**src/rtl/data_mem_ctrl_pkg.sv**
```systemverilog
// Shared types for the data-memory stage: access FSM states, operation kinds
// and the address field layout used by the controller and its RAM.
package data_mem_ctrl_pkg;

    typedef enum logic [1:0] {
        IDLE,
        ACCESS,
        DONE
    } mem_state_t;

    typedef enum logic {
        MEM_RD,
        MEM_WR
    } mem_op_t;

    localparam int BYTE_OFFSET_BITS = 2;

    function automatic int index_width(input int depth);
        return $clog2(depth);
    endfunction

endpackage

```
**src/rtl/data_ram.sv**
```systemverilog
// Synchronous single-port word RAM; read data is registered on the same edge
// as the read request and is the only part of the block that resets.
import data_mem_ctrl_pkg::*;

module data_ram #(
    parameter int mbus  = 32,
    parameter int DEPTH = 64,
    localparam int IW   = index_width(DEPTH)
) (
    input  logic            clk,
    input  logic            rst,
    input  logic            we,
    input  logic            re,
    input  logic [IW-1:0]   index,
    input  logic [mbus-1:0] wdata,
    output logic [mbus-1:0] rdata
);

    logic [mbus-1:0] mem [DEPTH];

    always_ff @(posedge clk) begin
        if (we) begin
            mem[index] <= wdata;
        end
    end

    always_ff @(posedge clk) begin
        if (!rst) begin
            rdata <= '0;
        end else if (re) begin
            rdata <= mem[index];
        end
    end

endmodule

```
**src/rtl/data_mem_ctrl.sv**
```systemverilog
// Data-memory stage: fixed-latency access FSM around data_ram, stalling the
// core while an access is in flight and flagging illegal addresses.
import data_mem_ctrl_pkg::*;

module data_mem_ctrl #(
    parameter int mbus        = 32,
    parameter int DEPTH       = 64,
    parameter int WAIT_CYCLES = 2
) (
    input  logic            clk,
    input  logic            rst,
    input  logic            MWE,
    input  logic            MRE,
    input  logic [mbus-1:0] addressData,
    input  logic [mbus-1:0] storeData,
    output logic [mbus-1:0] loadedData,
    output logic            stall,
    output logic            addrFault
);

    localparam int IW = index_width(DEPTH);
    localparam int CW = (WAIT_CYCLES > 1) ? $clog2(WAIT_CYCLES) : 1;

    mem_state_t      state, nextState;
    mem_op_t         opReg, curOp, commitOp;
    logic [IW-1:0]   idxReg, curIdx, commitIdx;
    logic [mbus-1:0] dataReg, commitData;
    logic [CW-1:0]   count;
    logic            request, legal, enterDone, ramWe, ramRe;

    // Only a single, aligned, in-range request may touch the RAM.
    assign request = MWE | MRE;
    assign legal   = (MWE ^ MRE)
                   && (addressData[BYTE_OFFSET_BITS-1:0] == '0)
                   && ((addressData >> (IW + BYTE_OFFSET_BITS)) == '0);
    assign curOp   = MWE ? MEM_WR : MEM_RD;
    assign curIdx  = addressData[IW+BYTE_OFFSET_BITS-1:BYTE_OFFSET_BITS];

    always_ff @(posedge clk) begin
        if (!rst) begin
            state <= IDLE;
        end else begin
            state <= nextState;
        end
    end

    always_comb begin
        nextState = state;
        unique case (state)
            IDLE:    if (legal) nextState = (WAIT_CYCLES == 0) ? DONE : ACCESS;
            ACCESS:  if (count == '0) nextState = DONE;
            DONE:    nextState = IDLE;
            default: nextState = IDLE;
        endcase
    end

    // With no wait cycles the commit happens on the accepting edge, before
    // the latches hold anything, so the live inputs are used there instead.
    always_comb begin
        stall      = (state == ACCESS) || (state == IDLE && legal);
        enterDone  = (state != DONE) && (nextState == DONE);
        commitOp   = (state == IDLE) ? curOp : opReg;
        commitIdx  = (state == IDLE) ? curIdx : idxReg;
        commitData = (state == IDLE) ? storeData : dataReg;
        ramWe      = enterDone && rst && (commitOp == MEM_WR);
        ramRe      = enterDone && (commitOp == MEM_RD);
    end

    always_ff @(posedge clk) begin
        if (!rst) begin
            count     <= '0;
            opReg     <= MEM_RD;
            idxReg    <= '0;
            dataReg   <= '0;
            addrFault <= 1'b0;
        end else begin
            if (state == IDLE && legal) begin
                opReg   <= curOp;
                idxReg  <= curIdx;
                dataReg <= storeData;
                count   <= (WAIT_CYCLES > 0) ? CW'(WAIT_CYCLES - 1) : '0;
            end else if (state == ACCESS && count != '0) begin
                count <= count - 1'b1;
            end
            if (state == IDLE && request && !legal) begin
                addrFault <= 1'b1;
            end
        end
    end

    data_ram #(
        .mbus  (mbus),
        .DEPTH (DEPTH)
    ) u_ram (
        .clk   (clk),
        .rst   (rst),
        .we    (ramWe),
        .re    (ramRe),
        .index (commitIdx),
        .wdata (commitData),
        .rdata (loadedData)
    );

endmodule

```
**config.mk**
```make
export PLATFORM = sky130hd
export DESIGN_NAME = data_mem_ctrl
export DESIGN_NICKNAME = d
export VERILOG_FILES = /design/src/rtl/data_mem_ctrl_pkg.sv /design/src/rtl/data_ram.sv /design/src/rtl/data_mem_ctrl.sv
export SDC_FILE = /design/constraint.sdc
export NUM_CORES = 2
export LEC_CHECK = 0
export ABC_AREA = 1
export CORE_UTILIZATION = 30
export DETAILED_ROUTE_END_ITERATION = 10
export PLACE_DENSITY = 0.53
export SLEW_MARGIN = 40
export SYNTH_ARGS = -nofsm -noshare
export SYNTH_HDL_FRONTEND = slang
export SYNTH_SLANG_ARGS = --single-unit
export TNS_END_PERCENT = 30
```
**constraint.sdc**
```tcl
create_clock -name clk -period 8.8 [get_ports clk]
set_input_delay 2.2 -clock clk [delete_from_list [all_inputs] [get_ports clk]]
set_output_delay 2.2 -clock clk [all_outputs]
set_load 0.01 [all_outputs]
```
== Yosys cells after proc, flatten, opt, wreduce, memory -nomap -nowiden ==
Memory sizes are Yosys's and may differ from the RTL's. A register that Yosys moved wholly into a read port is not among the register bits.
Cells that the tools add are included.
Widths: inputs -> output; s select.
Word-level totals
  bits in writable memories: 2048
  output and inout bits: 34
  memories: 1
  flip-flop bits (word level): 43
  input port bits: 68
Cells by class
  mux-type cells: 11
  equal/unequal tests: 3
  reductions and logical operators: 17
  bitwise gates (word level): 3
  add/sub/neg operators: 1
Memory list
  u_ram.mem: words 64, width 32, read ports 1, clocked after memory_dff 1, write ports 1, line data_ram.sv:19  | logic [mbus-1:0] mem [DEPTH];
Operators with widths (number)
  $logic_not 32->1: 1
  $mux 32: 1
  $logic_and 1x1->1: 10
  $mux 1: 6
  $mux 6: 1
  $logic_not 2->1: 2
  $mux 2: 2
  $pmux 2 s2: 1
  $eq 2x1->1 const B: 1
  $eq 2x2->1 const B: 1
  $logic_not 1->1: 2
  $ne 2x2->1 const B: 1
  $reduce_bool 2->1: 1
  $logic_or 1x1->1: 1
  $not 1->1: 1
  $or 1x1->1: 1
  $sub 1x1->1 const B: 1
  $xor 1x1->1: 1

== Longest topological paths before layout ==
  word-level depth: 11
  mapped depth: 16
  gate-level depth less buffers: 13

== Hierarchy ==
From an unflattened synthesis, not the netlist that was laid out.
Unflattened totals
  cells, all modules: 9036
  area, all modules: 89747.3 µm²
Modules (own cells, without submodules)
  data_ram: instances 1, cells an instance 8603, sequential area each 62139.6 µm², area each 87192.4 µm²
  data_mem_ctrl: instances 1, cells an instance 433, sequential area each 860.8 µm², area each 2555.0 µm²

== Worst setup path before layout ==
Ideal clock, no wire load.
  path type: input to register
  from: input port addressData[5]
  to: memory u_ram.mem[48][0] (enable)
  required time: 8299 ps
  setup slack: 2035 ps
  arrival time: 6264 ps
  setup time: 501 ps
  stages on the path: 7
  cell sequence: or2_1 -> o21ai_2 -> inv_2 -> nor3_2 -> clkbuf_2 -> nand2_1 -> nor4_1
Between the ends
  word-level cells in the longest chain between the ends: 1
RTL lines
  start, declared: line data_mem_ctrl.sv:14  | input logic [mbus-1:0] addressData,
  $mux 6: line data_mem_ctrl.sv:63  | commitIdx = (state == IDLE) ? curIdx : idxReg;
  end, declared: line data_ram.sv:19
Every way passes these cells.

== Final worst setup path ==
  from: input port MWE
  to: output port stall
Between the ends
  word-level cells in the longest chain between the ends: 5
RTL lines
  start, declared: line data_mem_ctrl.sv:12  | input logic MWE,
  $xor 1x1->1: line data_mem_ctrl.sv:33  | assign legal = (MWE ^ MRE)
  $logic_and 1x1->1: line data_mem_ctrl.sv:34  | && (addressData[BYTE_OFFSET_BITS-1:0] == '0)
  $logic_and 1x1->1: line data_mem_ctrl.sv:35  | && ((addressData >> (IW + BYTE_OFFSET_BITS)) == '0);
  $logic_and 1x1->1: line data_mem_ctrl.sv:60  | stall = (state == ACCESS) || (state == IDLE && legal);
  $logic_or 1x1->1: line data_mem_ctrl.sv:60
  end, declared: line data_mem_ctrl.sv:17  | output logic stall,
Every way passes these cells.

==> impl_metrics.json <==
{
  "cts_setup_buffers": 0,
  "cts.clk_slew.worst_paths_ps": 60,
  "final_antenna_net_count": 0,
  "synth_top_cell_area_share": 0.681,
  "final.setup.tns_ps": 0,
  "min-delay-start": "opReg",
  "design.core.area_mm2": 0.300,
  "synthTopCellsByCount": "nand2_1, edfxtp_1, inv_1",
  "rows": 201,
  "relSlewSlack": 0.401,
  "grt_max_degree": 166,
  "place_area_mm2": 0.0972,
  "slowest_delay_ps": 540,
  "synth_nets": 8684,
  "worstSetupPathType": "in -> out",
  "clock_latency_ps": 870,
  "hold_buffers": 0,
  "ys_types": 34,
  "clock_sink_count": 2123,
  "drive_above_1_share": 0.0698,
  "pin_count": 102,
  "peakVddDrop_v": 0.000164,
  "hold_viol_final": 0,
  "nNetsFinal": 8798,
  "synth_area_leaders": "edfxtp_1, nand2_1, inv_1",
  "synthArstFlopShare": 0,
  "leakage_uw": 0.0433,
  "num-fill-cells": 29600,
  "fin_crit_sh": 0.757,
  "grt_usage": 0.175,
  "slew_viol_final": 0,
  "cp_common_cell": "clkdlybuf4s50_1",
  "synth_ff_type": "edfxtp_1",
  "die_w_um": 551,
  "critPathLaunch": "MWE",
  "wirelength_mm": 269,
  "dr.pass1.iters": 8,
  "r2r_start": "state[0]",
  "yosysTopAreaCell": "edfxtp_1",
  "timing.fmax_mhz": 150,
  "worst_pin_slew_ps": 893,
  "routed_via_density": 4.59,
  "grt_pass1_wl_mm": 387,
  "cp-end-kind": "primary output",
  "crit_required_ps": 6600,
  "dieArea_mm2": 0.303,
  "cp_num_buf_inv": 3,
  "hold_path_class": "reg -> reg",
  "initial_core_util": 0.301,
  "crit_family": "buffers and inverters",
  "grt_pass1_vias": 55100,
  "drc": 0,
  "grt_antenna_before_repair": 19,
  "io_buffers": 101,
  "final_area_mm2": 0.104,
  "critPathMaxFanout": 3,
  "drt-initial-drc-count": 6095,
  "area_growth_pct": 15.5,
  "seq_area_frac_synth": 0.697,
  "finalWeightedCongestion": 0.839,
  "grt-ovfl-total": 0,
  "h-tree-depth": 4,
  "synth.most_common_cell": "nand2_1",
  "avgSynthCellArea_um2": 10.5,
  "synth-edff-count": 2048,
  "cts_tree": "done",
  "root_buffer": "clkbuf_16",
  "rsz0062_at_grt": "no",
  "crit_path_start_kind": "input port",
  "yosysWarnings": 0,
  "numCtsBuffers": 223,
  "cp_slowest_cell": "clkdlybuf4s50_1",
  "vias": 59100,
  "cap_violations": 0,
  "critical_path.cell_chain": "clkdlybuf4s50_1 > inv_1 > ha_1 > nand3b_1 > or2_2 > nor3_1 > nand2_2 > nand2_1 > clkdlybuf4s50_1",
  "detail_route.wl_per_cell_um": 20.9,
  "die_y_um": 551,
  "power.density_mw_per_mm2": 205,
  "syn_inst": 8615,
  "ys_ff_latch": 2123,
  "clockBufferDepth": 3,
  "arrival_ps": 4460,
  "hpwl_mm": 151,
  "syn_area_mm2": 0.0903,
  "outcome": "complete, no violations",
  "setup_viol": 0,
  "postCtsResizedCells": 0,
  "fin_skew_ps": 32.1,
  "min_period_ps": 6660
}
where the power goes:
group | switching [uW] | internal, uW | total [uW]
clock network | 3980 | 5250 | 9230
logic | 880 | 239 | 1120
registers | 0.172 | 11100 | 11100
worst min-delay path, stage by stage (launching register included):
cell and delay (ps):
dfxtp_1 300, inv_1 60, a211oi_1 60
cell type report:
type,count,area [um2],area share
timing repair buffer,284,2970,0.0284
clock inverter,132,1140,0.0110
sequential,2123,63000,0.604
antenna,8,20.0,0.000192
tap,3958,4950,0.0474
multi-input combinational,4246,19400,0.186
inverter,1851,6950,0.0666
clock buffer,284,5940,0.0569
per-layer routing:
layer / vias to the layer above / GRT usage / part of all wire
met4: 4 / 0.0616 / 0.034
met5: - / 0 / 0.000089
met3: 347 / 0.0264 / 0.075
met2: 2071 / 0.273 / 0.45
li1: 27900 / - / -
met1: 28700 / 0.248 / 0.44
layout by cell type, fill, tap and decap left out, types with 4 or more instances in the layout:
cell	instances
nand2_1	2450
edfxtp_1	2048
inv_1	1841
nand3_1	776
nor2_1	325
o211ai_1	258
clkbuf_16	226
o21ai_1	198
buf_4	116
clkdlybuf4s50_1	101
dfxtp_1	75
o21ai_0	66
nor2_4	66
clkinv_1	56
clkbuf_1	51
clkinv_2	41
a21oi_1	40
o21ai_4	34
buf_6	31
buf_12	27
bufinv_16	17
diode_2	8
inv_2	8
clkbuf_8	7
nor3_4	6
inv_6	5
clkinv_4	5
buf_16	5
clkinvlp_4	4
buf_8	4
logic make-up after synthesis:
group	synth area share
buffers and inverters	0.0982
adder cells (fa/ha/maj)	0.000138
AND/OR/NAND/NOR	0.164
flip-flops	0.697
AO/OA/AOI/OAI	0.0407
final timing paths:
| check | end | cells after the start | slack (ps) |
|---|---|---|---|
| worst max-delay path | stall | 9 | 2140 |
| worst min-delay path | opReg | 2 | 470 |
| worst max register to register | u_ram.mem[29][29] | 8 | 4490 |
| worst min register to register | opReg | 2 | 470 |
metrics by stage:
stage	util	instances	hold slack (ps)	power, uW	setup slack, ps
6_report	0.348	12900	470	21400	2140
5_1_grt	0.348	12900	503	22000	1970
4_1_cts	0.348	12900	467	21600	2130
3_5_place_dp	0.324	12500	453	12400	2140
3_3_place_gp	0.323	12500	453	12400	2060
2_1_floorplan	-	8615	425	11900	2030
flip-flops by register name (all words and copies together), names as in the netlist:
signal       cells
dataReg         32
idxReg           6
u_ram.mem     2048
u_ram.rdata     32
opReg            1
count            1
state            2
addrFault        1
(Power assumes the default switching activity.)
